File: src/rtl/spi_pkg.sv
// Shared constants for the SPI serial-clock engine.
//  - FSM state encoding for spi_sck_generator
//  - CPHA mode constants
package spi_pkg;

    localparam logic [2:0] StIdle  = 3'd0;
    localparam logic [2:0] StSetup = 3'd1;
    localparam logic [2:0] StLead  = 3'd2;  // last edge produced was a leading edge
    localparam logic [2:0] StTrail = 3'd3;  // last edge produced was a trailing edge
    localparam logic [2:0] StTail  = 3'd4;

    localparam logic CphaLead  = 1'b0;  // sample on leading edge
    localparam logic CphaTrail = 1'b1;  // sample on trailing edge

endpackage

File: src/rtl/spi_halfperiod_timer.sv
// Loadable half-period down-counter.
// Ports:
//  clk_50    in  system clock
//  rst       in  asynchronous active-high reset
//  load      in  load load_val this cycle (takes priority over counting)
//  load_val  in  value loaded; a phase of H cycles is loaded as H-1
//  run       in  counting enabled
//  tc        out terminal-count pulse: run and count at zero
module spi_halfperiod_timer #(
    parameter int unsigned DIV_W = 8
) (
    input  logic             clk_50,
    input  logic             rst,
    input  logic             load,
    input  logic [DIV_W-1:0] load_val,
    input  logic             run,
    output logic             tc
);

    logic [DIV_W-1:0] cnt_q;

    always_ff @(posedge clk_50 or posedge rst) begin
        if (rst) begin
            cnt_q <= '0;
        end else if (load) begin
            cnt_q <= load_val;
        end else if (run && (cnt_q != '0)) begin
            cnt_q <= cnt_q - 1'b1;
        end
    end

    assign tc = run && (cnt_q == '0);

endmodule

File: src/rtl/spi_sck_generator.sv
// Runtime-programmable SPI serial-clock engine.
// Produces SCK at clk_50/(2*H) for any CPOL/CPHA mode, bursts nbits SCK cycles per start,
// and emits single-cycle sample/shift strobes aligned with the visible SCK edges.
// Ports:
//  clk_50      in  system clock
//  rst         in  asynchronous active-high reset
//  div_half    in  half-period H in clk_50 cycles (0 treated as 1)
//  cpol        in  SCK idle level
//  cpha        in  0: sample leading edge, 1: sample trailing edge
//  nbits       in  SCK cycles per burst
//  start       in  burst request, accepted only when idle
//  abort       in  terminate burst, highest priority after rst
//  busy        out burst in progress
//  done        out 1-cycle pulse on normal completion
//  sck         out registered serial clock
//  sample_stb  out pulse with each sampling edge
//  shift_stb   out pulse with each launch edge
module spi_sck_generator
    import spi_pkg::*;
#(
    parameter int unsigned DIV_W  = 8,
    parameter int unsigned BITS_W = 6
) (
    input  logic              clk_50,
    input  logic              rst,
    input  logic [DIV_W-1:0]  div_half,
    input  logic              cpol,
    input  logic              cpha,
    input  logic [BITS_W-1:0] nbits,
    input  logic              start,
    input  logic              abort,
    output logic              busy,
    output logic              done,
    output logic              sck,
    output logic              sample_stb,
    output logic              shift_stb
);

    logic [2:0]        state_q, state_d;
    logic [DIV_W-1:0]  h_q, h_d;
    logic              cpol_q, cpol_d;
    logic              cpha_q, cpha_d;
    logic [BITS_W-1:0] nbits_q, nbits_d;
    logic [BITS_W:0]   edge_q, edge_d;
    logic              sck_q, sck_d;
    logic              done_q, done_d;
    logic              sample_q, sample_d;
    logic              shift_q, shift_d;

    logic              tmr_load;
    logic [DIV_W-1:0]  tmr_val;
    logic              tmr_tc;

    logic [DIV_W-1:0]  h_eff;
    logic [BITS_W:0]   edge_num;
    logic              last_edge;
    logic              leading;

    assign h_eff     = (div_half == '0) ? {{(DIV_W-1){1'b0}}, 1'b1} : div_half;
    assign edge_num  = edge_q + 1'b1;
    assign last_edge = (edge_num == {nbits_q, 1'b0});

    spi_halfperiod_timer #(
        .DIV_W (DIV_W)
    ) u_timer (
        .clk_50   (clk_50),
        .rst      (rst),
        .load     (tmr_load),
        .load_val (tmr_val),
        .run      (busy),
        .tc       (tmr_tc)
    );

    always_comb begin
        state_d  = state_q;
        h_d      = h_q;
        cpol_d   = cpol_q;
        cpha_d   = cpha_q;
        nbits_d  = nbits_q;
        edge_d   = edge_q;
        sck_d    = sck_q;
        done_d   = 1'b0;
        sample_d = 1'b0;
        shift_d  = 1'b0;
        tmr_load = 1'b0;
        tmr_val  = h_q - 1'b1;
        leading  = 1'b0;

        case (state_q)
            StIdle: begin
                // Idle line follows cpol; a start latches the rest of the configuration.
                cpol_d = cpol;
                sck_d  = cpol;
                if (start && !abort) begin
                    h_d     = h_eff;
                    cpha_d  = cpha;
                    nbits_d = nbits;
                    edge_d  = '0;
                    if (nbits == '0) begin
                        done_d = 1'b1;
                    end else begin
                        state_d  = StSetup;
                        tmr_load = 1'b1;
                        tmr_val  = h_eff - 1'b1;
                    end
                end
            end
            default: begin
                if (abort) begin
                    state_d = StIdle;
                    sck_d   = cpol_q;
                end else if (tmr_tc) begin
                    tmr_load = 1'b1;
                    if (state_q == StTail) begin
                        state_d = StIdle;
                        done_d  = 1'b1;
                    end else begin
                        // From SETUP or after a trailing edge the next edge is leading.
                        leading = (state_q != StLead);
                        sck_d   = ~sck_q;
                        edge_d  = edge_num;
                        if (cpha_q == CphaLead) begin
                            sample_d = leading;
                            // First bit is already on the line, so no launch on the final edge.
                            shift_d  = !leading && !last_edge;
                        end else begin
                            sample_d = !leading;
                            shift_d  = leading;
                        end
                        if (leading) begin
                            state_d = StLead;
                        end else if (last_edge) begin
                            state_d = StTail;
                        end else begin
                            state_d = StTrail;
                        end
                    end
                end
            end
        endcase
    end

    always_ff @(posedge clk_50 or posedge rst) begin
        if (rst) begin
            state_q  <= StIdle;
            h_q      <= {{(DIV_W-1){1'b0}}, 1'b1};
            cpol_q   <= 1'b0;
            cpha_q   <= 1'b0;
            nbits_q  <= '0;
            edge_q   <= '0;
            sck_q    <= 1'b0;
            done_q   <= 1'b0;
            sample_q <= 1'b0;
            shift_q  <= 1'b0;
        end else begin
            state_q  <= state_d;
            h_q      <= h_d;
            cpol_q   <= cpol_d;
            cpha_q   <= cpha_d;
            nbits_q  <= nbits_d;
            edge_q   <= edge_d;
            sck_q    <= sck_d;
            done_q   <= done_d;
            sample_q <= sample_d;
            shift_q  <= shift_d;
        end
    end

    assign busy       = (state_q != StIdle);
    assign done       = done_q;
    assign sck        = sck_q;
    assign sample_stb = sample_q;
    assign shift_stb  = shift_q;

endmodule
File: config.mk
export PLATFORM = sky130hd
export DESIGN_NAME = spi_sck_generator
export DESIGN_NICKNAME = d
export VERILOG_FILES = /design/src/rtl/spi_pkg.sv /design/src/rtl/spi_halfperiod_timer.sv /design/src/rtl/spi_sck_generator.sv
export SDC_FILE = /design/constraint.sdc
export NUM_CORES = 1
export LEC_CHECK = 0
export ABC_AREA = 0
export BUFFER_PORTS_ARGS = -buffer_cell sky130_fd_sc_hd__buf_2
export CAP_MARGIN = 25
export CORE_MARGIN = 3
export CORE_UTILIZATION = 55
export CTS_CLUSTER_DIAMETER = 50
export DETAILED_ROUTE_END_ITERATION = 8
export PLACE_DENSITY = 0.82
export SLEW_MARGIN = 20
export SYNTH_ARGS = -nofsm -noshare
export SYNTH_HDL_FRONTEND = slang
export SYNTH_SLANG_ARGS = --single-unit
File: constraint.sdc
create_clock -name clk_50 -period 5.5 [get_ports clk_50]
set_clock_uncertainty 0.1 [all_clocks]
set_input_delay 0.55 -clock clk_50 [delete_from_list [all_inputs] [get_ports clk_50]]
set_output_delay 0.55 -clock clk_50 [all_outputs]
set_load 0.02 [all_outputs]
Word level (Yosys, flattened, before mapping):

Index checks and enable logic that the tools add are counted.

* $add $sub $neg: 4
* eq/ne operators: 8
* multiplexer cells: 44
* bitwise operators: 1
* reductions and logical operators: 20

Operators with widths (number)
* 8-bit two-way mux: 6
* 7-bit two-way mux: 5
* 1-bit two-way mux: 25
* 3-bit two-way mux: 8
* 8-bit by 1-bit subtractor with 8-bit output, second input constant: 3
* 8-bit zero test: 2
* 8-bit nonzero test: 1
* 7-bit by 1-bit adder with 7-bit output, second input constant: 1
* 7-bit == test: 1
* 6-bit zero test: 1
* 3-bit by 2-bit inequality test with 1-bit output, second input constant: 2
* 3-bit nonzero test: 2
* 1-bit logical AND: 4
* 2-bit by 1-bit inequality test with 1-bit output, second input constant: 2
* 2-bit inequality test, second input constant: 2
* 2-bit AND reduction: 2
* 4-bit AND reduction: 1
* 2-bit nonzero test: 2
* 3-bit == test, second input constant: 1
* 1-bit zero test: 3
* 3-bit zero test: 1
* 3-bit AND reduction: 1
* 1-bit NOT: 1

* register bits after elaboration: 38
* input bits: 20
* output and inout bits: 5
* word-level logic and storage cells: 88

Logic depth before layout (Yosys ltp):

* word-level depth: 9
* depth in mapped cells: 8
* gate-level depth less buffers: 7

By module:

A second synthesis with hierarchy kept.

* cell total of the unflattened synthesis: 253
* area total of the unflattened synthesis: 2324.7 sq um

By module, submodules not included
* spi_sck_generator: instances 1, cells an instance 194, area each 1820.5 sq um, seq. area each 752.0 sq um
* spi_halfperiod_timer: instances 1, cells an instance 59, area each 504.2 sq um, seq. area each 200.2 sq um

Worst setup path before layout:

OpenSTA, ideal clock, no wires.

* path kind: reg-to-reg
* start point: register u_timer.cnt_q[0]
* end point: register u_timer.cnt_q[7]
* library setup time: 123 ps
* data arrival time: 1843 ps
* required time: 5277 ps
* path slack: 3435 ps
* cell stages (with the launch flop): 8
* buffers on the path: 0
* clock period less this slack: 2065 ps
* cells stage by stage: dfrtp_1 inv_1 ha_1 nor3b_1 nand3_1 a21oi_1 a41oi_1 o221a_2

* word-level cells in the longest chain between the ends: 6
* elaborated cells on any way between the ends: 11
* those cells by class: 1 x add/sub; 5 x mux; 5 x reduce/logical

Ends and longest elaborated chain
* start: declaration: RTL line spi_halfperiod_timer.sv:20 `logic [DIV_W-1:0] cnt_q;`
* start signal: assignment: RTL line spi_halfperiod_timer.sv:26 `cnt_q <= load_val;`
* start signal: assignment: RTL line spi_halfperiod_timer.sv:28 `cnt_q <= cnt_q - 1'b1;`
* branches (longest 6 deep; another with 8-bit by 1-bit subtractor with 8-bit output)

Several ways; the timed one is not identified. The select of a mux whose other input is x is not followed.
A chain may end at the register's enable or synchronous reset.

Final worst setup path:

* start point: register state_q[2]
* end point: register u_timer.cnt_q[3]

* word-level cells in the longest chain between the ends: 6
* elaborated cells on any way between the ends: 10
* those cells by class: 5 x mux; 5 x reduce/logical

Ends and longest elaborated chain
* start: declaration: RTL line spi_sck_generator.sv:39 `logic [2:0] state_q, state_d;`
* start signal: assignment: RTL line spi_sck_generator.sv:145 `state_q <= StIdle;`
* start signal: assignment: RTL line spi_sck_generator.sv:156 `state_q <= state_d;`
* 3-bit nonzero test: RTL line spi_sck_generator.sv:169 `assign busy = (state_q != StIdle);`
* 1-bit logical AND: RTL line spi_halfperiod_timer.sv:32 `assign tc = run && (cnt_q == '0);`
* 1-bit two-way mux: RTL line spi_sck_generator.sv:112 `end else if (tmr_tc) begin`
* 1-bit two-way mux: RTL line spi_sck_generator.sv:109 `if (abort) begin`
* 1-bit two-way mux: RTL line spi_sck_generator.sv:89 `case (state_q)`
* 8-bit two-way mux or 2-bit nonzero test (tied branches)

Parallel ways exist; a longest one is shown, timed or not.

==> flow_summary.json <==
{
  "first_global_vias": 1854,
  "reg2reg_depth": 5,
  "antenna_left": 0,
  "worst_pin_slew_ns": 0.882,
  "synth_cells": 253,
  "r2r-start": "state_q[2]",
  "fp.dieArea_um2": 5220,
  "status": "finished, final reports clean",
  "portBuffers": 24,
  "num_vias": 1991,
  "ctsHoldBuffers": 0,
  "leakagePower_nw": 1.12,
  "synth_top_cell_area_share_pct": 38.3,
  "grt_use_total_pct": 21.8,
  "synth_top_family_by_area": "simple AND/OR/NAND/NOR gates",
  "fin_nets": 304,
  "period_needed_ns": 2.58,
  "max_stage_delay_ns": 0.70,
  "clk_pin_slew_ns": 0.08,
  "wl_um": 5130,
  "fmax_mhz": 388,
  "r2r_end": "u_timer.cnt_q[3]",
  "place_area_um2": 2580,
  "cts_buffers": 5,
  "yosys.area_share.simple_pct": 21.5,
  "place.gp.congestion": 0.906,
  "ir_drop_mv": 0.220,
  "cts_buffer_depth": 2,
  "h-tree-depth": 2,
  "hpwl_um": 3720,
  "synth-compound-area-share_pct": 16.4,
  "fp.dieH_um": 72.3,
  "rows": 23,
  "maxSlewViolCount": 0,
  "power_density_nw_per_um2": 449,
  "vias_per_cell": 6.03,
  "arrival_ns": 2.72,
  "ys_seq_elements": 38,
  "syn_area_um2": 2410,
  "layout_common_cells": "37 x dfrtp_1, 26 x nand2_1, 24 x buf_2",
  "startpoint_type": "flop",
  "initial_core_util_pct": 58.7,
  "muxShareOfSynthArea_pct": 7.72,
  "diodes": 0,
  "cp_cell_sequence": "nor3_4 > nand3_1 > nand2b_1 > o211ai_1 > o221a_2",
  "yosys.area.top_type": "dfrtp_1",
  "clock-sinks": 38,
  "synth_cell_type_count": 55,
  "fin_cells": 330,
  "crit_family": "simple AND/OR/NAND/NOR gates",
  "finalCritPeriodShare_pct": 46.8,
  "cp_max_fo": 21,
  "grt_antenna_before_repair": 0,
  "grt_max_degree": 39,
  "synth_nets": 278,
  "dp_cells": 322,
  "synth_area_per_cell_um2": 9.54,
  "grt_setup_unrepaired": "no",
  "path_buf_inv": 0,
  "stdcell_area_um2": 2670,
  "synth_ff_type": "dfrtp_1",
  "final_common_cell": "dfrtp_1",
  "yosys-top-cells-area": "dfrtp_1 38%, xnor2_1 6.5%, mux2_2 6.1%",
  "max_cap_violations": 0,
  "ios": 25,
  "initialDrtViolationCount": 195,
  "slowest_stage": "nand3_1",
  "synthArstFlopShare_pct": 100,
  "drive_above_1_share_pct": 22.1,
  "synth_warnings": 0,
  "finalHoldViolCount": 0,
  "critPathKind": "reg2reg",
  "nFillCells": 342,
  "seq_area_frac_synth_pct": 39.4,
  "tns_ns": 0,
  "synth-adder-area-share_pct": 2.59,
  "r2r_setup_slack_ns": 2.92,
  "setup_viol": 0,
  "relSlewSlack_pct": 41.0,
  "clock_latency_ns": 0.30,
  "cts_tree": "yes",
  "finish.utilization_pct": 64.9,
  "endpoint_kind": "flop",
  "postCtsSetupRepairBufs": 0,
  "overflow": 0,
  "crit_required_ns": 5.65,
  "die_w_um": 72.3,
  "clock-root-buffer": "clkbuf_8",
  "cts_resized": 0,
  "holdCritPathClass": "in2async",
  "grt_first_pass_wirelength_um": 8770,
  "coreArea_um2": 4120,
  "synthXorXnorAreaFrac_pct": 9.43,
  "wl_per_cell_um": 15.5,
  "drc": 0,
  "syn2layout_area_growth_pct": 10.6,
  "synth_edf_count": 0,
  "drtPass1Iterations": 5
}
-- Yosys cell counts (all sizes together), types with 3 or more instances --
| library cell | number |
|---|---|
| inv | 12 |
| ha | 5 |
| a21oi | 8 |
| nor2 | 19 |
| nand2 | 26 |
| nor3 | 8 |
| xor2 | 8 |
| clkbuf | 3 |
| nor4 | 4 |
| xnor2 | 18 |
| a31oi | 3 |
| buf | 3 |
| mux2i | 4 |
| o41ai | 3 |
| mux2 | 13 |
| nand3 | 12 |
| o21ai | 18 |
| dfrtp | 37 |
| or4 | 6 |
| nand2b | 4 |
| a211oi | 3 |
-- cells by family (layout without fill, tap and decap cells) --
kind of cell	after synthesis	count (layout)
DFF	38	38
muxes	17	17
xor gates and xnor gates	26	26
and+or+nand+nor	92	92
AOI/OAI and AO/OA	57	57
adders and majority gates	5	5
buffers and inverters	18	45
-- worst max path at each step --
stage / from / end / slack, ns / cells past startpoint
after floorplan: u_timer.cnt_q[0] / u_timer.cnt_q[7] / 3.43 / 7
after global placement: abort / u_timer.cnt_q[3] / 2.97 / 6
after detailed placement: abort / u_timer.cnt_q[3] / 2.89 / 6
after CTS: state_q[2] / u_timer.cnt_q[3] / 2.92 / 5
after global routing: state_q[2] / u_timer.cnt_q[3] / 2.69 / 5
final: state_q[2] / u_timer.cnt_q[3] / 2.92 / 5
-- state kept, by name (all words and copies together), names as in the netlist --
signal / cells
cpha_q: 1
cpol_q: 1
done: 1
edge_q: 7
h_q: 8
nbits_q: 6
sample_stb: 1
sck: 1
shift_stb: 1
state_q: 3
u_timer.cnt_q: 8
-- power by group --
group | switching (mW) | total (mW) | internal (mW) | leakage, nW
logic | 0.264 | 0.504 | 0.239 | 0.594
registers | 0.112 | 0.494 | 0.382 | 0.478
clock network | 0.0989 | 0.200 | 0.101 | 0.0482
-- layout make-up --
type | count | area, um2 | area share [%]
Multi-Input combinational cell | 197 | 1390 | 52.1
Clock buffer | 7 | 86.3 | 3.23
Sequential cell | 38 | 952 | 35.7
Clock inverter | 1 | 5.00 | 0.187
Tap cell | 50 | 62.6 | 2.34
Timing Repair Buffer | 25 | 128 | 4.78
Inverter | 12 | 45.0 | 1.69
-- routing by layer --
metal / share of wire [%] / wire (um) / track usage [%] / up-vias
li1: - / - / - / 977
met4: 1.7 / 85 / 8.98 / 0
met5: 0 / 0 / 0 / -
met1: 48 / 2470 / 31.8 / 948
met3: 5.2 / 266 / 5.54 / 6
met2: 45 / 2310 / 30.8 / 60
-- stage by stage --
step                      worst slack, ns  hold WS, ns  total power, mW
after floorplan                      3.43        0.345            0.883
after global placement               2.97        0.388            0.988
after detailed placement             2.89        0.382            0.997
after CTS                            2.92        0.266             1.20
after global routing                 2.69        0.289             1.29
final                                2.92        0.251             1.20
-- worst min-delay path: cells and delay by family --
kind	cells	cell delay, ns
buffers and inverters	3	0.54
No activity file was read; power rests on OpenSTA's default activity.
